### src/rtl/inning_sequencer_if.sv
// Play-entry handshake and score-pulse exchange for inning_sequencer.
// master = play source / score-pulse unit side, slave = the sequencer.
interface inning_sequencer_if;
    logic       play_valid;
    logic       play_ready;
    logic [2:0] play_code;
    logic [6:0] basehit;
    logic [3:0] add_to_score;

    modport master (
        output play_valid, play_code, add_to_score,
        input  play_ready, basehit
    );

    modport slave (
        input  play_valid, play_code, add_to_score,
        output play_ready, basehit
    );
endinterface

### src/rtl/inning_sequencer.sv
// Baseball game-flow controller: bases, outs, half/inning, scores via score-pulse unit.
// Optional macro WALKOFF_EN ends the game as soon as the home side's lead is decisive.
module inning_sequencer #(
    parameter int INNINGS = 9,
    parameter int SCORE_W = 8
) (
    input  logic               clk,
    input  logic               reset,
    inning_sequencer_if.slave  play,
    output logic [SCORE_W-1:0] score_away,
    output logic [SCORE_W-1:0] score_home,
    output logic [3:0]         inning,
    output logic               half,
    output logic [1:0]         outs,
    output logic [2:0]         bases,
    output logic               game_over,
    output logic               score_err
);
    typedef enum logic [2:0] {IDLE, ISSUE, WAIT, UPDATE, DONE} state_t;

    localparam logic [3:0] LAST = 4'(INNINGS);

    state_t               state_q, state_d;
    logic [2:0]           code_q, code_d;
    logic [2:0]           runs_q, runs_d;
    logic [6:0]           basehit_q, basehit_d;
    logic [SCORE_W-1:0]   away_q, away_d, home_q, home_d;
    logic [3:0]           inning_q, inning_d;
    logic                 half_q, half_d;
    logic [1:0]           outs_q, outs_d;
    logic [2:0]           bases_q, bases_d;
    logic                 over_q, over_d;
    logic                 err_q, err_d;
    logic [2:0]           exp_runs, got_runs;
    logic                 got_ok, walk_top, walk_bot;

    function automatic logic [SCORE_W-1:0] sat_add(input logic [SCORE_W-1:0] s,
                                                   input logic [2:0] r);
        logic [SCORE_W+2:0] t;
        t = {3'b000, s} + {{SCORE_W{1'b0}}, r};
        return (|t[SCORE_W+2:SCORE_W]) ? '1 : t[SCORE_W-1:0];
    endfunction

    always_ff @(posedge clk) begin
        if (reset) begin
            state_q   <= IDLE;
            code_q    <= '0;
            runs_q    <= '0;
            basehit_q <= '0;
            away_q    <= '0;
            home_q    <= '0;
            inning_q  <= 4'd1;
            half_q    <= 1'b0;
            outs_q    <= '0;
            bases_q   <= '0;
            over_q    <= 1'b0;
            err_q     <= 1'b0;
        end else begin
            state_q   <= state_d;
            code_q    <= code_d;
            runs_q    <= runs_d;
            basehit_q <= basehit_d;
            away_q    <= away_d;
            home_q    <= home_d;
            inning_q  <= inning_d;
            half_q    <= half_d;
            outs_q    <= outs_d;
            bases_q   <= bases_d;
            over_q    <= over_d;
            err_q     <= err_d;
        end
    end

    // Runs the score-pulse unit should report for the latched hit and base state.
    always_comb begin
        exp_runs = {2'b00, bases_q[0]};
        case (code_q)
            3'd2:    exp_runs = {2'b00, bases_q[1]} + {2'b00, bases_q[0]};
            3'd3:    exp_runs = {2'b00, bases_q[2]} + {2'b00, bases_q[1]} + {2'b00, bases_q[0]};
            3'd4:    exp_runs = {2'b00, bases_q[2]} + {2'b00, bases_q[1]} + {2'b00, bases_q[0]} + 3'd1;
            default: exp_runs = {2'b00, bases_q[0]};
        endcase
    end

    always_comb begin
        got_ok   = 1'b1;
        got_runs = '0;
        case (play.add_to_score)
            4'b0000: got_runs = 3'd0;
            4'b0001: got_runs = 3'd1;
            4'b0010: got_runs = 3'd2;
            4'b0100: got_runs = 3'd3;
            4'b1000: got_runs = 3'd4;
            default: got_ok   = 1'b0;
        endcase
    end

    always_comb begin
        state_d   = state_q;
        code_d    = code_q;
        runs_d    = runs_q;
        basehit_d = '0;
        away_d    = away_q;
        home_d    = home_q;
        inning_d  = inning_q;
        half_d    = half_q;
        outs_d    = outs_q;
        bases_d   = bases_q;
        over_d    = over_q;
        err_d     = err_q;
        walk_top  = 1'b0;
        walk_bot  = 1'b0;

        case (state_q)
            IDLE: begin
                if (play.play_valid) begin
                    if (play.play_code == 3'd0) begin
                        code_d  = 3'd0;
                        state_d = UPDATE;
                    end else if (play.play_code <= 3'd4) begin
                        code_d    = play.play_code;
                        basehit_d = {bases_q, 4'b1000 >> (play.play_code - 3'd1)};
                        state_d   = ISSUE;
                    end
                end
            end
            ISSUE: state_d = WAIT;
            WAIT: begin
                runs_d = got_runs;
                if (!got_ok || got_runs != exp_runs) err_d = 1'b1;
                state_d = UPDATE;
            end
            UPDATE: begin
                if (code_q == 3'd0) begin
                    if (outs_q == 2'd2) begin
                        outs_d  = '0;
                        bases_d = '0;
`ifdef WALKOFF_EN
                        walk_top = !half_q && inning_q == LAST && home_q > away_q;
`endif
                        if (walk_top) begin
                            over_d = 1'b1;
                        end else if (!half_q) begin
                            half_d = 1'b1;
                        end else if (inning_q == LAST) begin
                            over_d = 1'b1;
                        end else begin
                            half_d   = 1'b0;
                            inning_d = inning_q + 4'd1;
                        end
                    end else begin
                        outs_d = outs_q + 2'd1;
                    end
                end else begin
                    if (half_q) home_d = sat_add(home_q, runs_q);
                    else        away_d = sat_add(away_q, runs_q);
                    case (code_q)
                        3'd1:    bases_d = {1'b1, bases_q[2], bases_q[1]};
                        3'd2:    bases_d = {2'b01, bases_q[2]};
                        3'd3:    bases_d = 3'b001;
                        default: bases_d = 3'b000;
                    endcase
`ifdef WALKOFF_EN
                    walk_bot = half_q && inning_q == LAST && home_d > away_q;
`endif
                    if (walk_bot) over_d = 1'b1;
                end
                state_d = over_d ? DONE : IDLE;
            end
            default: state_d = DONE;
        endcase
    end

    assign play.play_ready = (state_q == IDLE);
    assign play.basehit    = basehit_q;
    assign score_away      = away_q;
    assign score_home      = home_q;
    assign inning          = inning_q;
    assign half            = half_q;
    assign outs            = outs_q;
    assign bases           = bases_q;
    assign game_over       = over_q;
    assign score_err       = err_q;
endmodule

### src/flat_wrapper.sv
// flat-port wrapper written by rule: the top's interface ports become plain ports
module inning_sequencer_flat 
#(
    parameter int INNINGS = 9,
    parameter int SCORE_W = 8
)
  (clk, reset, score_away, score_home, inning, half, outs, bases, game_over, score_err, play_play_valid, play_play_code, play_add_to_score, play_play_ready, play_basehit);
  inning_sequencer_if play_i ();
  input  logic clk;
  input  logic reset;
  output logic [SCORE_W-1:0] score_away;
  output logic [SCORE_W-1:0] score_home;
  output logic [3:0] inning;
  output logic half;
  output logic [1:0] outs;
  output logic [2:0] bases;
  output logic game_over;
  output logic score_err;
  input wire logic [$bits(play_i.play_valid)-1:0] play_play_valid;
  input wire logic [$bits(play_i.play_code)-1:0] play_play_code;
  input wire logic [$bits(play_i.add_to_score)-1:0] play_add_to_score;
  output wire logic [$bits(play_i.play_ready)-1:0] play_play_ready;
  output wire logic [$bits(play_i.basehit)-1:0] play_basehit;
  assign play_i.play_valid = play_play_valid;
  assign play_i.play_code = play_play_code;
  assign play_i.add_to_score = play_add_to_score;
  assign play_play_ready = play_i.play_ready;
  assign play_basehit = play_i.basehit;
  inning_sequencer #(.INNINGS(INNINGS), .SCORE_W(SCORE_W)) u_core (.clk(clk), .reset(reset), .play(play_i), .score_away(score_away), .score_home(score_home), .inning(inning), .half(half), .outs(outs), .bases(bases), .game_over(game_over), .score_err(score_err));
endmodule
### config.mk
export PLATFORM = sky130hd
export DESIGN_NAME = inning_sequencer_flat
export DESIGN_NICKNAME = d
export VERILOG_FILES = /design/src/rtl/inning_sequencer_if.sv /design/src/rtl/inning_sequencer.sv /design/src/flat_wrapper.sv
export SDC_FILE = /design/constraint.sdc
export NUM_CORES = 1
export LEC_CHECK = 0
export CORE_MARGIN = 2
export CORE_UTILIZATION = 35
export DETAILED_ROUTE_END_ITERATION = 12
export GPL_TIMING_DRIVEN = 1
export PLACE_DENSITY_LB_ADDON = 0.08
export SYNTH_ARGS = -nofsm -noshare
export SYNTH_HDL_FRONTEND = slang
export SYNTH_SLANG_ARGS = --single-unit
### constraint.sdc
create_clock -name clk -period 3.5 [get_ports clk]
set_input_delay 0.525 -clock clk [delete_from_list [all_inputs] [get_ports clk]]
set_output_delay 0.525 -clock clk [all_outputs]
set_load 0.1 [all_outputs]
Word level (Yosys, flattened, before mapping)
Cells that the tools add are included.
W data, S select, Z words.
{"block": "classes", "add_sub_neg": 9, "n_lt_le_gt_ge": 1, "eq_ne": 17, "n_shift": 1, "n_mux": 23, "bitwise_logic": 6, "reduce_logical": 20}
{"op": "$mux W3", "n": 8}
{"op": "$pmux W3 S4", "n": 2}
{"op": "$add A8 B3 Y9", "n": 2}
{"op": "$pmux W3 S3", "n": 2}
{"op": "$mux W8", "n": 2}
{"op": "$eq A3 B2 Y1 const B", "n": 4}
{"op": "$reduce_and A3 Y1", "n": 4}
{"op": "$reduce_or A5 Y1", "n": 2}
{"op": "$logic_not A3 Y1", "n": 3}
{"op": "$eq A4 B4 Y1 const B", "n": 2}
{"op": "$mux W1", "n": 8}
{"op": "$reduce_and A2 Y1", "n": 4}
{"op": "$eq A3 B1 Y1 const B", "n": 2}
{"op": "$not A1 Y1", "n": 6}
{"op": "$reduce_or A3 Y1", "n": 2}
{"op": "$reduce_and A5 Y1", "n": 1}
{"op": "$add A1 B1 Y2", "n": 2}
{"op": "$add A4 B1 Y4 const B", "n": 1}
{"op": "$eq A4 B1 Y1 const B", "n": 1}
{"op": "$eq A4 B2 Y1 const B", "n": 1}
{"op": "$eq A4 B3 Y1 const B", "n": 1}
{"op": "$logic_not A4 Y1", "n": 1}
{"op": "$ne A2 B2 Y1 const B", "n": 2}
{"op": "$shr A4 B3 Y4 const A", "n": 1}
{"op": "other kinds (13)", "n": 13}
{"block": "word_totals", "regBits": 44, "input_bits": 10, "out_inout_bits": 36, "elab_cells": 89}

Longest topological paths before layout
Gate-level depths: netlist of the first run.
{"block": "logic_depth", "word_depth": 8, "mapped_depth": 8, "depth_no_buf": 8}

Least setup slack after synthesis of the first run
Ideal clock, no wire load.
{"block": "synth_path", "path_type": "flip-flop to flip-flop", "startpoint": "reg u_core.state_q[0]", "endpoint": "reg u_core.code_q[2]", "setup_time_ns": 0.065, "arrival_ns": 3.511, "required_time_ns": 3.435, "setup_slack_ns": -0.076, "path_stages_with_launch": 7, "n_path_buf": 1, "synth_period_minus_slack_ns": 3.576, "cell_sequence": "dfxtp_1 > buf_2 > nor3_1 > nand3b_1 > nor3_1 > a21oi_1 > nor2_1"}
{"block": "synth_between", "elab_chain_cells": 2}
{"item": "from (decl)", "line_no": "inning_sequencer.sv:23", "rtl": "state_t state_q, state_d;"}
{"item": "from (signal assigned)", "line_no": "inning_sequencer.sv:59", "rtl": "state_q <= state_d;"}
{"item": "$logic_not A3 Y1"}
{"item": "net play_play_ready", "line_no": "flat_wrapper.sv:22", "rtl": "output wire logic [$bits(play_i.play_ready)-1:0] play_play_ready;"}
{"item": "$reduce_and A3 Y1 (no source line)"}
{"item": "to (signal assigned)", "line_no": "inning_sequencer.sv:60", "rtl": "code_q <= code_d;"}
{"item": "to (decl)", "line_no": "inning_sequencer.sv:24", "rtl": "logic [2:0] code_q, code_d;"}
The timed path passes the listed nets, and every way through them passes these cells.
A chain may end at the register's enable or synchronous reset.

Worst setup path after layout of the first run
{"block": "layout_path", "startpoint": "reg u_core.half_q, in the netlist u_core.half", "endpoint": "out half"}
{"item": "from (decl)", "line_no": "inning_sequencer.sv:29", "rtl": "logic half_q, half_d;"}
{"item": "from (signal assigned)", "line_no": "inning_sequencer.sv:66", "rtl": "half_q <= half_d;"}
{"item": "to (decl)", "line_no": "flat_wrapper.sv:14", "rtl": "output logic half;"}
No word-level cell between the ends.

==> results of run 1 <==
[Yosys cell counts (2+ instances only)]
cell,count
nand2_1,10
clkbuf_1,3
dfxtp_1,44
or3_1,5
fa_1,4
inv_1,13
nor3_1,20
and3_1,3
nand2b_1,2
nor3_2,4
buf_2,5
and3b_1,2
mux2i_1,5
xnor2_1,7
nand4_1,3
or3b_1,2
a311oi_1,3
nor2_1,33
a21oi_1,21
a31oi_1,3
a21o_1,3
nand3b_1,3
a221oi_1,2
nor2b_1,5
and4b_1,3
o21ai_0,3
a211oi_1,2
xor2_1,6
nor4_1,2
ha_1,16
nor4bb_1,3
and2_1,3
nor4b_1,2
[logic make-up after synthesis]
group                    synth area share
XOR/XNOR                          0.04667
AND/OR/NAND/NOR                    0.2882
flip-flops                         0.3610
AO/OA/AOI/OAI                      0.1231
multiplexers                      0.02667
buffers and inverters             0.03949
adder cells (fa/ha/maj)            0.1149
[worst paths after layout]
path                                        from               end  cells after the start
worst max-delay path                 u_core.half              half                      1
worst max register to register   u_core.bases[0]  u_core.score_err                      6
worst min-delay path            u_core.game_over  u_core.game_over                      2
worst min register to register  u_core.game_over  u_core.game_over                      2
[flip-flops by register name, indices dropped and copies added, names as in the netlist]
name / count
u_core.outs: 2
u_core.score_away: 8
u_core.play.basehit: 7
u_core.code_q: 3
u_core.inning: 4
u_core.bases: 3
u_core.half: 1
u_core.runs_q: 3
u_core.game_over: 1
u_core.score_home: 8
u_core.state_q: 3
u_core.score_err: 1
[cell usage in the layout (no fill, tap or decap), types with 3 or more instances in the layout]
master           instances
clkdlybuf4s50_1         44
dfxtp_1                 44
nor2_1                  33
a21oi_1                 21
nor3_1                  19
ha_1                    16
inv_1                   13
nand2_1                 10
xnor2_1                  7
xor2_1                   6
clkbuf_8                 6
nor3_2                   5
nor2b_1                  5
or3_1                    5
mux2i_1                  5
fa_1                     4
a21o_1                   3
and3_1                   3
a311oi_1                 3
o21ai_0                  3
nand4_1                  3
a31oi_1                  3
nand3b_1                 3
and4b_1                  3
nor4bb_1                 3
and2_1                   3
[final cells by class]
type                    count  area (um^2)  area share
multi-input cells         200         1468      0.4817
well taps                  80        100.1     0.03285
repair buffers             46        455.4      0.1495
inverters                  13        48.80     0.01602
clock inverters             1        7.507    0.002464
clock buffers               7        86.33     0.02834
flip-flops and latches     44        880.8      0.2891
[routing by layer]
metal  vias to the layer above  share of wire
li1                       1045              -
met1                       904           0.52
met2                        28           0.44
met3                         5          0.034
met4                         0          0.010
met5                         -              0
[power groups by stage]
stage	clock network [mW]	registers [mW]	logic [mW]
global placement	0	0.534	0.120
CTS	0.349	0.522	0.121
finish	0.334	0.522	0.119
floorplan	0	0.540	0.0823
detailed placement	0	0.534	0.120
global route	0.374	0.525	0.130
==> summary.md, run 1 <==
| Metric | Value |
|---|---|
| GRT busiest layer | met2 |
| Measured slew at the worst slew-check pin | between 0.9 and 1 ns |
| DRT Pass-1 Iters | 4 |
| Post-placement cell area | between 2000 and 3000 um^2 |
| Initial antenna violation count | 0 |
| Root Driver | clkbuf_8 |
| RSZ-0062 raised after global routing | false |
| Nets | 340 |
| Cells after Synth | 267 |
| Initial core utilization | 0.3611 |
| Number of library cell types mapped by synthesis | between 50 and 60 |
| Async S/R FF share, synth | 0 |
| Critical Path Sink Type | output port |
| Hold WS | 0.4758 ns |
| Switching share of power | 0.2730 |
| Part of the power in registers | 0.535 |
| CP Buf/Inv Count | 1 |
| Slew Viols, Final | 0 |
| Yosys top cell area share | 0.3610 |
| Fmax | roughly 390 MHz |
| Power density over cell area | between 300 and 400 nW/um^2 |
| Setup bufs post-CTS | 0 |
| Tcrit/Tclk final | 0.7383 |
| Max-cap check violation count | 0 |
| CP max stage cell | clkdlybuf4s50_1 |
| Die X | 87.49 um |
| Design Area, Final | 3047 um^2 |
| Register area share after synthesis | 0.3610 |
| Area leader, netlist | dfxtp_1 |
| Crit-path cells | clkdlybuf4s50_1 |
| P_sw | 0.2663 mW |
| Met2 GRT Util | 0.2197 |
| Initial drt markers | 79 |
| Setup-failing EPs final | 0 |
| WP data required | a little under 3 ns |
| Syn nets | approximately 300 |
| Core area | between 6000 and 7000 um^2 |
| Pin count of the biggest net entering global routing | 29 |
| Final TNS setup | 0 ns |
| Final Instance Count excl. Fillers | 391 |
| Share of layout cells above drive strength 1 | 0.07395 |
| Synth Register Bits | 44 |
| Inst Count DP | between 300 and 400 |
| Final number of hold-violating endpoints | 0 |
| Setup ws final | between 0.9 and 1 ns |
| First-pass GRT wire length | ~8.6 mm |
| Startpoint Class | flip-flop |
| Syn avg cell area | around 9 um^2 |
| Total detailed-routing wirelength | about 5 mm |
| Placer Congestion | 0.7092 |
| Most used flip-flop cell after synthesis | dfxtp_1 |
| CTS buffer count | 5 |
| Clock insertion delay at the later pin of the skew report | ~0.29 ns |
| CTS tree | yes |
| Clk sinks | 44 |
| H-Tree Depth | 2 |
| Vias in the first global route | between 1500 and 2000 |
| Tmin final | about 2.6 ns |
| Hold crit path type | flip-flop to flip-flop |
| Post-synth EDFFs | 0 |
| I/O pin cnt | 46 |
| FP Rows | 30 |
| CTS Buffer Depth | 2 |
| Total power | between 0.9 and 1 mW |
| ANT nets after route | 0 |
| Skew final | about 0.0050 ns |
| Top Family by Delay on Critical Path | buffers and inverters |
| Post-CTS Hold Buffers | 0 |
| Crit-path max cell delay | ~1.2 ns |
| Worst vdd ir | roughly 0.00018 V |
| Pleak | roughly 1.1 nW |
| Logic gate share of total power | 0.122 |
| Layout area overhead | 24.87% |
| I/O Buffers | 45 |
| Grt met3 use | 0.03223 |
| Number of vias per cell | between 5 and 6 |
| FILL cells | 677 |
| Synth warn | 0 |
| Inserted Diodes | 0 |
| Post-layout util | 0.4509 |
| Critical path class | flip-flop to output port |
| Via Count | roughly 2000 |
| Die Footprint | 7655 um^2 |
| Die Height | approximately 87 um |
| Total internal power | 0.7092 mW |
| DP Wirelength | ~3.7 mm |
| Pre-CTS setup slack | between 0.9 and 1 ns |
| GRT Total Usage | 0.1403 |
| Status | complete, no violations |
| Crit Path Max Fanout | 9 |
| Met1 Use GR | 0.1918 |
| Post-route DRC violation count | 0 |
| Synth area leaders | dfxtp_1 36%, ha_1 8.2%, nor2_1 5.1% |
| Grt ovf | 0 |
| Synthesized cell area | ~2400 um^2 |
| Wire length per cell | about 13 um |
| Clock-pin slew on the worst setup and hold paths | 0.09 ns |
| Arrival time worst endpoint | 2.06 ns |
| R2R Setup Slk | approximately 0.93 ns |
| Max_slew headroom | 0.3490 |
| CTS resizes | 0 |
| Clock network power share | 0.342 |
Power figures use the tool's default switching activity.
==> run 2: changes to the inputs <==
- clock period: 3.5 -> 2.34 ns (I/O delays scaled with it)
==> summary.md, run 2 (synthesis results as in run 1) <==
| Metric | Value |
|---|---|
| Status | complete, no violations |
| Max_slew headroom | 0.6975 (+0.3486) |
| DRT Pass-1 Iters | 4 (unchanged) |
| Pleak | 1.236 nW (+10%) |
| Reg2Reg Depth | 6 (unchanged) |
| DP Wirelength | 3.737 mm (-0.16%) |
| Number of vias per cell | 5.085 (+0.31%) |
| First-pass GRT wire length | 8.873 mm (+2.9%) |
| Fmax | about 440 MHz |
| Setup ws final | 0.04452 ns (-0.8716 ns) |
| Placer Congestion | 0.7680 (+8.3%) |
| Pin count of the biggest net entering global routing | 29 (unchanged) |
| I/O pin cnt | 46 (unchanged) |
| Post-route DRC violation count | 0 (unchanged) |
| Critical path class | flip-flop to flip-flop |
| H-Tree Depth | 2 (unchanged) |
| Initial drt markers | 80 (+1.3%) |
| Die Footprint | 7655 um^2 (unchanged) |
| Grt ovf | 0 (unchanged) |
| Worst reg2reg startpoint | u_core.bases[1] |
| Die Height | 87.49 um (unchanged) |
| Skew final | 0.005573 ns (+0.0005386 ns) |
| Inserted Diodes | 0 (unchanged) |
| CTS tree | yes |
| Number of cells on the worst hold path | 2 (unchanged) |
| I/O Buffers | 45 (unchanged) |
| Final number of hold-violating endpoints | 0 (unchanged) |
| ANT nets after route | 0 (unchanged) |
| Startpoint Class | flip-flop |
| Initial core utilization | 0.3611 (unchanged) |
| CTS buffer count | 5 (unchanged) |
| Hold WS | 0.4723 ns (-0.003520 ns) |
| Setup-failing EPs final | 0 (unchanged) |
| WP data required | 2.55 ns (-0.42 ns) |
| Hold Path Sink | u_core.game_over |
| Clock insertion delay at the later pin of the skew report | 0.30 ns (about the same) |
| Max-cap check violation count | 0 (unchanged) |
| Measured slew at the worst slew-check pin | 0.4531 ns (-0.5204 ns) |
| Power density over cell area | 470.4 nW/um^2 (+47%) |
| Core area | 6756 um^2 (unchanged) |
| Tmin final | around 2.3 ns |
| CTS Buffer Depth | 2 (unchanged) |
| Initial antenna violation count | 0 (unchanged) |
| Vias in the first global route | 1895 (+1.2%) |
| Wire length per cell | 12.89 um (+0.98%) |
| Die X | 87.49 um (unchanged) |
| Design Area, Final | 3067 um^2 (+0.66%) |
| Worst vdd ir | 0.0001987 V (+8.2%) |
| Most common cell after layout, fill and taps aside | buf_4 |
| Total detailed-routing wirelength | 5.155 mm (+3.3%) |
| Critical Path Sink Type | flip-flop |
| Min-delay src | u_core.game_over |
| Commonest non-fill, non-tap cells in the layout | 46 x buf_4, 37 x dfxtp_1, 33 x nor2_1, 21 x a21oi_1, 19 x nor3_1 |
| FILL cells | 697 (+3.0%) |
| Total power | 1.443 mW (+48%) |
| GRT Total Usage | 0.1454 (+0.005077) |
| Arrival time worst endpoint | 2.51 ns (+0.45 ns) |
| Nets | 349 (+2.6%) |
| Clock-pin slew on the worst setup and hold paths | 0.08 ns (about the same) |
| FP Rows | 30 (unchanged) |
| Clk sinks | 44 (unchanged) |
| Crit Path Max Fanout | 6 (-3) |
| Root Driver | clkbuf_8 |
| Post-placement cell area | 2943 um^2 (-0.34%) |
| RSZ-0062 raised after global routing | true |
| Pre-CTS setup slack | 0.03444 ns (-0.8981 ns) |
| Share of layout cells above drive strength 1 | 0.2406 (+0.1667) |
| Final TNS setup | 0 ns (unchanged) |
| Layout area overhead | 25.69% |
| Reg2reg end | u_core.score_err |
| Tcrit/Tclk final | 0.9810 |
| Hold crit path type | flip-flop to flip-flop |
| Post-CTS Hold Buffers | 0 (unchanged) |
| Slew Viols, Final | 0 (unchanged) |
| R2R Setup Slk | 0.04 ns (-0.89 ns) |
| Via Count | 2034 (+2.6%) |
[run 2: cell count changes in the layout (fill, tap and decap cells not counted), sizes merged]
cell           change
clkinvlp           -1
clkdlybuf4s50     -35
buf               +44
clkinv             +1
[run 2: metal layers]
layer,GRT usage,routed length (um),vias to the layer above,share of wire
met2,0.2280,2308,35,0.45
met5,0,0,-,0
met4,0.04196,69,0,0.013
li1,-,-,1063,-
met3,0.03412,176,6,0.034
met1,0.1988,2601,930,0.50
[run 2: cell type report]
class	count	area, um^2	area share
Multi-Input combinational cell	200	1498	0.4884
Sequential cell	44	899.6	0.2933
Timing Repair Buffer	55	435.4	0.1420
Tap cell	80	100.1	0.03264
Clock buffer	7	76.32	0.02489
Inverter	13	48.80	0.01591
Clock inverter	1	8.758	0.002856
[run 2: worst max path at each step]
| stage | to | start | slack (ns) | cells after the start |
|---|---|---|---|---|
| floorplan | u_core.score_err | u_core.bases[1] | -0.11 | 6 |
| global placement | u_core.score_err | u_core.bases[2] | 0.06 | 6 |
| CTS | u_core.score_err | u_core.bases[2] | 0.002 | 6 |
| detailed placement | u_core.score_err | u_core.bases[2] | 0.03 | 6 |
| finish | u_core.score_err | u_core.bases[1] | 0.04 | 6 |
| global route | u_core.score_home[6] | u_core.runs_q[0] | -0.04 | 8 |
[run 2: timing repair]
action,in CTS,in global routing
endpoints found under the setup margin,0,2
gates resized for setup,0,2
setup buffers,0,4
[run 2: report_power, final]
group	internal [mW]	leakage [nW]	switching (mW)
Combinational	0.0656	0.833	0.119
Sequential	0.754	0.360	0.0234
Clock	0.214	0.0424	0.267
Total	1.03	1.24	0.409
[run 2: stage by stage]
stage / cells / utilization
3_5_place_dp: 388 / 0.4356
2_1_floorplan: 267 / -
4_1_cts: 396 / 0.4481
5_1_grt: 400 / 0.4539
6_report: 400 / 0.4539
3_3_place_gp: 388 / 0.4356
[run 2: worst max-delay path, cell delays in order, from the launching register on]
cell and delay (ns):
dfxtp_4 0.40, fa_2 0.47, fa_2 0.34, a32o_2 0.27, mux2_4 0.30, a211o_1 0.24
a311oi_2 0.18
